## config.mk

```make
export PLATFORM = sky130hd
export DESIGN_NAME = rr_priority_arbiter_8
export DESIGN_NICKNAME = d
export VERILOG_FILES = /design/src/rtl/rr_priority_arbiter_8.sv
export SDC_FILE = /design/constraint.sdc
export NUM_CORES = 1
export LEC_CHECK = 0
export CORE_MARGIN = 2
export CORE_UTILIZATION = 50
export CTS_BUF_LIST = sky130_fd_sc_hd__clkbuf_8
export CTS_CLUSTER_DIAMETER = 150
export DETAILED_ROUTE_END_ITERATION = 8
export GPL_ROUTABILITY_DRIVEN = 0
export MAX_ROUTING_LAYER = met4
export PLACE_DENSITY = 0.72
export REMOVE_ABC_BUFFERS = 1
export SLEW_MARGIN = 20
export SYNTH_ARGS = -nofsm -noshare
export SYNTH_HDL_FRONTEND = slang
export SYNTH_SLANG_ARGS = --single-unit
```

## constraint.sdc

```tcl
create_clock -name clk -period 9.63 [get_ports clk]
set_input_delay 2.4075 -clock clk [delete_from_list [all_inputs] [get_ports clk]]
set_output_delay 2.4075 -clock clk [all_outputs]
set_load 0.01 [all_outputs]
```

## src/rtl/rr_priority_arbiter_8.sv

```systemverilog
// Eight-requester arbiter: priority-encoded selection (fixed or rotating) with
// grant hold, done/withdraw release, forced release after MAX_HOLD cycles.
module rr_priority_arbiter_8 #(
    parameter int unsigned ROUND_ROBIN = 1,
    parameter int unsigned MAX_HOLD    = 16,
    parameter int unsigned HOLD_W      = 8
) (
    input  logic       clk,
    input  logic       rst,
    input  logic [7:0] req,
    input  logic       done,
    output logic [7:0] gnt,
    output logic [2:0] out,
    output logic       valid,
    output logic       timeout
);

    typedef enum logic {IDLE, GRANT} state_t;

    state_t              state_q, state_d;
    logic [7:0]          gnt_q, gnt_d;
    logic [2:0]          out_q, out_d;
    logic                valid_q, valid_d;
    logic                timeout_q, timeout_d;
    logic [HOLD_W-1:0]   cnt_q, cnt_d;
    logic [2:0]          ptr_q, ptr_d;

    logic                win_found;
    logic [2:0]          win_idx;
    logic [2:0]          cand;

    // Winner select: descending from ptr with wrap, or highest index when fixed
    always_comb begin
        win_found = 1'b0;
        win_idx   = 3'd0;
        cand      = 3'd0;
        if (ROUND_ROBIN != 0) begin
            for (int i = 0; i < 8; i++) begin
                cand = ptr_q - 3'(i);
                if (!win_found && req[cand]) begin
                    win_found = 1'b1;
                    win_idx   = cand;
                end
            end
        end else begin
            for (int i = 0; i < 8; i++) begin
                if (req[i]) begin
                    win_found = 1'b1;
                    win_idx   = 3'(i);
                end
            end
        end
    end

    always_comb begin
        state_d   = state_q;
        gnt_d     = gnt_q;
        out_d     = out_q;
        valid_d   = valid_q;
        timeout_d = 1'b0;
        cnt_d     = cnt_q;
        ptr_d     = ptr_q;
        case (state_q)
            IDLE: begin
                gnt_d   = 8'd0;
                out_d   = 3'd0;
                valid_d = 1'b0;
                cnt_d   = '0;
                if (win_found) begin
                    state_d = GRANT;
                    gnt_d   = 8'd1 << win_idx;
                    out_d   = win_idx;
                    valid_d = 1'b1;
                    cnt_d   = HOLD_W'(1);
                    if (ROUND_ROBIN != 0) begin
                        ptr_d = win_idx - 3'd1;
                    end
                end
            end
            GRANT: begin
                // done outranks withdrawal, which outranks the hold limit
                if (done || !req[out_q] || (cnt_q == HOLD_W'(MAX_HOLD))) begin
                    state_d   = IDLE;
                    gnt_d     = 8'd0;
                    out_d     = 3'd0;
                    valid_d   = 1'b0;
                    cnt_d     = '0;
                    timeout_d = !done && req[out_q];
                end else begin
                    cnt_d = cnt_q + HOLD_W'(1);
                end
            end
            default: begin
                state_d = IDLE;
            end
        endcase
    end

    always_ff @(posedge clk) begin
        if (rst) begin
            state_q   <= IDLE;
            gnt_q     <= 8'd0;
            out_q     <= 3'd0;
            valid_q   <= 1'b0;
            timeout_q <= 1'b0;
            cnt_q     <= '0;
            ptr_q     <= 3'd7;
        end else begin
            state_q   <= state_d;
            gnt_q     <= gnt_d;
            out_q     <= out_d;
            valid_q   <= valid_d;
            timeout_q <= timeout_d;
            cnt_q     <= cnt_d;
            ptr_q     <= ptr_d;
        end
    end

    assign gnt     = gnt_q;
    assign out     = out_q;
    assign valid   = valid_q;
    assign timeout = timeout_q;

endmodule
```

Yosys cells after proc, flatten, opt, wreduce, memory -nomap -nowiden
Index checks and enable logic that the tools add are counted.
{"block": "totals", "regBits": 25, "latchBits": 0, "ram_bits": 0, "romBits": 0, "in_bits": 11, "out_inout_bits": 13, "elab_cells": 99, "mem_count": 0}
{"block": "op_classes", "n_addsub": 9, "mul": 0, "div_mod_pow": 0, "order_cmp": 9, "eq_ne": 2, "n_shift": 1, "muxes": 48, "bitwise_logic": 2, "reduce_logical": 21}
{"op": "less-than comparator 3 x 4 -> 1 bit (second input constant)", "n": 9}
{"op": "case mux 8 bit (2 select lines)", "n": 2}
{"op": "two-way mux 3 bit", "n": 10}
{"op": "binary-select mux 1 bit (select 3 bit)", "n": 9}
{"op": "two-way mux 8 bit", "n": 3}
{"op": "two-way mux 1 bit", "n": 21}
{"op": "subtractor 3 bit (second input constant)", "n": 4}
{"op": "zero test 1 bit", "n": 9}
{"op": "adder 8 x 1 -> 8 bit (second input constant)", "n": 1}
{"op": "equality test 8 x 5 -> 1 bit (second input constant)", "n": 1}
{"op": "logical AND 1 bit", "n": 8}
{"op": "<< shifter 1 x 3 -> 8 bit (first input constant)", "n": 1}
{"op": "case mux 3 bit (2 select lines)", "n": 1}
{"op": "subtractor 3 x 1 -> 3 bit (second input constant)", "n": 2}
{"op": "subtractor 3 x 2 -> 3 bit (second input constant)", "n": 2}
{"op": "case mux 1 bit (2 select lines)", "n": 2}
{"op": "OR reduction 3 bit", "n": 1}
{"op": "logical OR 1 bit", "n": 2}
{"op": "inequality test 2 x 1 -> 1 bit (second input constant)", "n": 1}
{"op": "inverter 1 bit", "n": 2}
{"op": "AND reduction 2 bit", "n": 1}

Depth between registers and ports, before layout
Gate-level depths: netlist (run 1).
{"block": "logic_depth", "word_depth": 27, "mapped_depth": 16, "mapped_depth_nobuf": 13}

Worst setup path after synthesis (run 1)
No wires, ideal clock.
{"block": "synth_timing", "path_type": "input to register", "start": "input req[2]", "end": "register ptr_q[2]", "setup_time_ps": 87, "t_arrival_ps": 4604, "setup_slack_ps": 4938, "cell_stages": 11, "cell_sequence": "mux2_4 > mux4_2 > o32ai_4 > nand4_2 > o211ai_1 > o31a_1 > inv_1 > ha_1 > inv_1 > nor3_1 > o31ai_1"}
{"block": "synth_between", "elab_chain_cells": 25}
{"item": "from (decl)", "line_no": "10", "text": "input logic [7:0] req,"}
{"item": "binary-select mux 1 bit (select 3 bit)", "line_no": "40", "text": "if (!win_found && req[cand]) begin"}
{"item": "two-way mux 1 bit (implied by the code)", "line_no": "40"}
{"item": "two-way mux 1 bit", "line_no": "40"}
{"item": "zero test 1 bit", "line_no": "40"}
{"item": "logical AND 1 bit", "line_no": "40"}
{"item": "two-way mux 1 bit", "line_no": "40"}
{"item": "zero test 1 bit", "line_no": "40"}
{"item": "logical AND 1 bit", "line_no": "40"}
{"item": "[... 9 more ...]"}
{"item": "two-way mux 1 bit", "line_no": "40"}
{"item": "zero test 1 bit", "line_no": "40"}
{"item": "logical AND 1 bit", "line_no": "40"}
{"item": "two-way mux 1 bit", "line_no": "40"}
{"item": "zero test 1 bit", "line_no": "40"}
{"item": "logical AND 1 bit", "line_no": "40"}
{"item": "two-way mux 3 bit / two-way mux 1 bit (equally long branches)", "line_no": "40"}
{"item": "subtractor 3 x 1 -> 3 bit / AND reduction 2 bit (equally long branches)"}
{"item": "to (signal assigned)", "line_no": "115", "text": "ptr_q <= ptr_d;"}
{"item": "to (decl)", "line_no": "26", "text": "logic [2:0] ptr_q, ptr_d;"}
Several ways; a longest one is shown, not always the timed one. The select of a mux whose other input is x is not followed.
A chain may end at the register's enable or synchronous reset.

Worst setup path in the final report (run 1)
{"block": "layout_timing", "start": "input req[7]", "end": "register ptr_q[2]"}
The elaborated chain is that of the path after synthesis.

==> results of run 1 <==
-- cells in the mapped netlist (6+ instances only) --
cell	count	area, um2
o21ai_1	6	30.03
inv_1	14	52.55
nor3_1	7	35.03
dfxtp_1	25	500.5
nand3_1	8	40.04
mux2_4	6	90.09
ha_1	9	112.6
xor2_1	6	52.55
mux2i_1	12	120.1
mux4_2	18	405.4
nand2b_1	7	43.79
o21ai_0	6	30.03
nor2_1	15	56.30
nand2_1	19	71.32
-- stage by stage --
stage,setup WS (ns),instances
after CTS,4.313,306
after global placement,4.046,302
after floorplan,4.938,226
after global routing,4.055,306
final,4.307,306
after detailed placement,4.022,302
-- layout by cell type, fill, tap and decap left out, drive strengths merged, types with 7 or more instances in the layout --
| cell type | Yosys | routed |
|---|---|---|
| inv | 15 | 16 |
| mux2i | 13 | 13 |
| mux4 | 18 | 18 |
| nor2 | 16 | 16 |
| nand2 | 19 | 19 |
| o21ai | 12 | 12 |
| nor3 | 7 | 7 |
| nand2b | 7 | 7 |
| clkdlybuf4s50 | 0 | 23 |
| nand3 | 8 | 8 |
| dfxtp | 25 | 25 |
| ha | 9 | 9 |
| mux2 | 10 | 10 |
-- kinds of logic after synthesis --
kind of cell	Yosys count	share of synthesized area, %
AOI/OAI and AO/OA	52	17.64
xor gates and xnor gates	8	3.003
adders and majority gates	9	4.826
buffers and inverters	30	6.488
DFF	25	21.45
muxes	41	29.28
and+or+nand+nor	75	17.32
-- where the power goes --
group | switching, uW | internal [uW] | total, uW
registers | 29.2 | 129 | 158
logic | 378 | 323 | 701
clock network | 32.4 | 28.6 | 61.0
total | 439 | 480 | 920
-- cell type report --
| type | count | share of cell area [%] |
|---|---|---|
| multi-input combinational | 185 | 64.93 |
| tap | 52 | 2.512 |
| clock buffer | 3 | 1.594 |
| clock inverter | 1 | 0.1449 |
| timing repair buffer | 24 | 9.179 |
| inverter | 16 | 2.319 |
| sequential | 25 | 19.32 |
-- how the worst max path moves through the flow --
stage,start,end
final,req[7],ptr_q[2]$_SDFFE_PP1P_
after global routing,req[6],ptr_q[2]$_SDFFE_PP1P_
after CTS,req[7],ptr_q[2]$_SDFFE_PP1P_
after detailed placement,req[7],ptr_q[2]$_SDFFE_PP1P_
after global placement,req[6],ptr_q[2]$_SDFFE_PP1P_
after floorplan,req[2],ptr_q[2]$_SDFFE_PP1P_
-- layer usage --
| metal | wire, um | up-vias | GRT usage, % | part of all wire [%] |
|---|---|---|---|---|
| met1 | 2364 | 917 | 29.76 | 46 |
| li1 | - | 936 | - | - |
| met4 | 32 | 0 | 2.306 | 0.63 |
| met2 | 2406 | 67 | 33.84 | 47 |
| met3 | 287 | 6 | 4.028 | 5.6 |
| met5 | 0 | - | - | 0 |
-- worst min-delay path: cells and delay by family, from the launching register on --
kind,cells,cell delay (ns)
flops,1,0.31
simple gates,1,0.05
compound gates,1,0.05
-- state kept, by name (all words and copies together) (netlist names) --
register / cells
cnt_q: 8
gnt: 8
out: 3
ptr_q: 3
state_q: 1
timeout: 1
valid: 1
==> impl_metrics.json, run 1 <==
{
  "status": "finished clean",
  "maxCapViolations": 0,
  "drt_first_pass_iters": 4,
  "hold_path_end": "gnt[3]$_SDFFE_PP0P_",
  "fin_setup_tns_ns": 0,
  "ys_ff_latch": 25,
  "drive_gt1_share_pct": 15.75,
  "ys.flop_type": "dfxtp_1",
  "cts_buffers": 3,
  "timing.rr.start": "ptr_q[0]$_SDFFE_PP1P_",
  "syn2layout_area_growth_pct": 10.99,
  "vias_per_cell": 6.294,
  "syn_avg_cell_area_um2": 9.723,
  "cpMaxStageDelayCell": "clkdlybuf4s50_1",
  "wl_per_cell_um": 16.64,
  "dpl_cell_area_um2": 2545,
  "clockRootBuffer": "clkbuf_8",
  "design_area_um2": 2590,
  "hold_viol_final": 0,
  "peakVddDrop_mv": 0.2004,
  "cpMostUsedCell": "inv_1",
  "antenna_found_initial": 0,
  "synth-seq-area-share_pct": 21.45,
  "gr-total-overflow": 0,
  "cts_hold_buf": 0,
  "die_area_um2": 5229,
  "yosys_warnings": 0,
  "clock-sinks": 25,
  "grt_usage_pct": 21.44,
  "grt_max_degree": 29,
  "synth_cells": 240,
  "regArea_um2": 500.5,
  "r2r_cells": 13,
  "finalPower_uw": 919.5,
  "antenna_cells": 0,
  "synth_edf_count": 0,
  "clockBufferDepth": 2,
  "cts_tree": "done",
  "grt_pass1_vias": 1758,
  "tightest_slew_ns": 0.9049,
  "worstPathArrival_ns": 5.52,
  "rsz0062_at_grt": "false",
  "rows": 24,
  "core_um2": 4414,
  "grt_first_pass_wirelength_mm": 8.700,
  "cpPeakStageDelay_ns": 0.57,
  "fmax_mhz": 187.9,
  "die_h_um": 72.32,
  "hp-start": "gnt[3]$_SDFFE_PP0P_",
  "r2r-end": "ptr_q[2]$_SDFFE_PP1P_",
  "ys_async_sr_fraction_pct": 0,
  "synth_cell_types": 61,
  "required_ns": 9.82,
  "setup_violations": 0,
  "end_kind": "flip-flop",
  "crit_type": "input port to flip-flop",
  "hold_slack_ns": 0.4460,
  "relSlewSlack_pct": 39.55,
  "dieWidth_um": 72.32,
  "drc": 0,
  "hold_class": "flip-flop to flip-flop",
  "skew_ns": 0.003455,
  "period_minus_slack_ns": 5.323,
  "reg2reg_slack_ns": 5.12,
  "final_nets": 275,
  "clock_latency_ns": 0.27,
  "vias": 1926,
  "clk_pin_slew_ns": 0.08,
  "dpl.hpwl_mm": 3.859,
  "path_cells": "clkdlybuf4s50_1 > mux2_4 > mux4_2 > o32ai_4 > nand4_2 > o221ai_1 > inv_1 > ha_1 > inv_1 > nor3_1 > o31ai_1",
  "timing.final.crit_share_pct": 55.28,
  "htree_levels": 1,
  "whs_path_depth": 2,
  "startpoint_type": "input port",
  "postCtsSetupBuffers": 0,
  "wl_mm": 5.091,
  "p_leak_uw": 0.0009815,
  "nFillCells": 366,
  "pwr_density_cell_nw_per_um2": 355.0,
  "first_iter_violations": 95,
  "ios": 24,
  "fin_util_pct": 58.67,
  "ctsResizeCount": 0,
  "io_buffers": 23,
  "cp.depth": 11,
  "antenna_left": 0,
  "start_util_pct": 52.86,
  "multi_input_area_um2": 1682,
  "crit_buf_inv": 3,
  "maxSlewViolCount": 0,
  "crit_fanout": 10,
  "syn_area_um2": 2333,
  "cp_top_family": "compound AO/OA/AOI/OAI gates"
}
Note: power is estimated with default switching activity, not from simulation.
==> run 2, diff against run 1 <==
--- a/config.mk
+++ b/config.mk
@@ -12,7 +12,7 @@
 export DETAILED_ROUTE_END_ITERATION = 8
 export GPL_ROUTABILITY_DRIVEN = 0
 export MAX_ROUTING_LAYER = met4
-export PLACE_DENSITY = 0.72
+export PLACE_DENSITY = 0.74
 export REMOVE_ABC_BUFFERS = 1
 export SLEW_MARGIN = 20
 export SYNTH_ARGS = -nofsm -noshare
==> constraint.sdc (replaced) <==
create_clock -name clk -period 4.4 [get_ports clk]
set_input_delay 1.1 -clock clk [delete_from_list [all_inputs] [get_ports clk]]
set_output_delay 1.1 -clock clk [all_outputs]
set_load 0.01 [all_outputs]
==> impl_metrics.json, run 2 (synthesized netlist as in run 1, its figures left out) <==
{
  "status": "finished clean",
  "regArea_um2": 500.5,
  "grt_max_degree": 28,
  "htree_levels": 1,
  "pwr_density_cell_nw_per_um2": 784.5,
  "end_kind": "flip-flop",
  "hold_path_end": "gnt[1]$_SDFFE_PP0P_",
  "finalPower_uw": 2055,
  "fmax_mhz": 244.5,
  "drt_first_pass_iters": 4,
  "antenna_left": 0,
  "dpl_cell_area_um2": 2575,
  "gr-total-overflow": 0,
  "crit_type": "input port to flip-flop",
  "worstPathArrival_ns": 4.27,
  "clockRootBuffer": "clkbuf_8",
  "ctsResizeCount": 0,
  "dpl.hpwl_mm": 4.059,
  "maxSlewViolCount": 0,
  "drc": 0,
  "r2r-end": "ptr_q[2]$_SDFFE_PP1P_",
  "timing.rr.start": "ptr_q[0]$_SDFFE_PP1P_",
  "die_area_um2": 5229,
  "cts_hold_buf": 0,
  "peakVddDrop_mv": 0.4334,
  "rows": 24,
  "wl_per_cell_um": 17.21,
  "grt_usage_pct": 22.50,
  "fin_ws_ns": 0.3101,
  "clock_latency_ns": 0.26,
  "drive_gt1_share_pct": 17.05,
  "dp_slack_ns": 0.06573,
  "nFillCells": 379,
  "timing.final.crit_share_pct": 92.95,
  "hp-start": "gnt[1]$_SDFFE_PP0P_",
  "antenna_cells": 0,
  "mostFrequentLayoutCell": "dfxtp_1",
  "hold_class": "flip-flop to flip-flop",
  "startpoint": "req[2]",
  "clockBufferDepth": 2,
  "fin_util_pct": 59.35,
  "skew_ns": 0.006838,
  "first_iter_violations": 102,
  "period_minus_slack_ns": 4.090,
  "tightest_slew_ns": 0.8655,
  "postCtsSetupBuffers": 0,
  "crit_fanout": 10,
  "cts_tree": "done",
  "p_leak_uw": 0.001001,
  "rsz0062_at_grt": "false",
  "core_um2": 4414,
  "hold_viol_final": 0,
  "dieWidth_um": 72.32,
  "clock-sinks": 25,
  "hold_slack_ns": 0.4448,
  "clk_pin_slew_ns": 0.08,
  "maxCapViolations": 0,
  "vias_per_cell": 6.374,
  "final_cell_mix": "dfxtp_1, clkdlybuf4s50_1, nand2_1, mux4_2",
  "vias": 1976,
  "grt_pass1_vias": 1928,
  "start_util_pct": 52.86,
  "io_buffers": 23,
  "whs_path_depth": 2,
  "multi_input_area_um2": 1682,
  "setup_violations": 0,
  "design_area_um2": 2620,
  "relSlewSlack_pct": 42.18,
  "cts_buffers": 3,
  "ios": 24,
  "required_ns": 4.58,
  "grt_first_pass_wirelength_mm": 9.190,
  "die_h_um": 72.32,
  "final_nets": 279,
  "antenna_found_initial": 0,
  "r2r_cells": 14,
  "syn2layout_area_growth_pct": 12.28,
  "wl_mm": 5.334,
  "reg2reg_slack_ns": 0.42,
  "startpoint_type": "input port"
}
-- run 2: cell count changes in the layout (fill, tap and decap cells not counted) --
| cell | previous run | this run |
|---|---|---|
| buf_4 | 1 | 5 |
-- run 2: per-layer routing --
layer / GRT usage (%) / up-vias / part of all wire (%) / wire, um
met5: - / - / 0 / 0
met1: 30.43 / 946 / 46 / 2434
met3: 4.722 / 6 / 6.8 / 363
li1: - / 946 / - / -
met4: 3.564 / 0 / 1.0 / 55
met2: 35.58 / 78 / 47 / 2481
-- run 2: area by class of cell --
cell class	instances	area share, %
inverter	16	2.292
timing repair buffer	28	10.22
tap	52	2.483
multi-input combinational	185	64.18
clock inverter	1	0.1433
clock buffer	3	1.576
sequential	25	19.10
-- run 2: report_power, final --
part | internal (uW) | leakage (uW) | switching (uW)
clock network | 62.3 | 0.0000269 | 66.9
logic | 733 | 0.000769 | 858
registers | 282 | 0.000204 | 52.6
total | 1080 | 0.00100 | 978
-- run 2: worst max path at each step --
stage,to,cells after the start
2_1_floorplan,ptr_q[2]$_SDFFE_PP1P_,13
3_3_place_gp,ptr_q[2]$_SDFFE_PP1P_,12
3_5_place_dp,ptr_q[2]$_SDFFE_PP1P_,12
4_1_cts,ptr_q[2]$_SDFFE_PP1P_,12
5_1_grt,ptr_q[2]$_SDFFE_PP1P_,14
6_report,ptr_q[2]$_SDFFE_PP1P_,12
-- run 2: through the flow --
stage	setup TNS (ns)	cells
2_1_floorplan	-1.159	226
3_3_place_gp	0	306
3_5_place_dp	0	306
4_1_cts	0	310
5_1_grt	0	310
6_report	0	310
-- run 2: critical path, stage by stage --
cell             delay, ns
clkdlybuf4s50_1       0.59
mux2_4                0.38
mux4_2                0.54
o32ai_4               0.37
nand2_1               0.13
nor3_1                0.21
o31a_1                0.28
inv_1                 0.12
ha_1                  0.21
inv_1                 0.07
nor3_1                0.05
o31ai_1               0.20
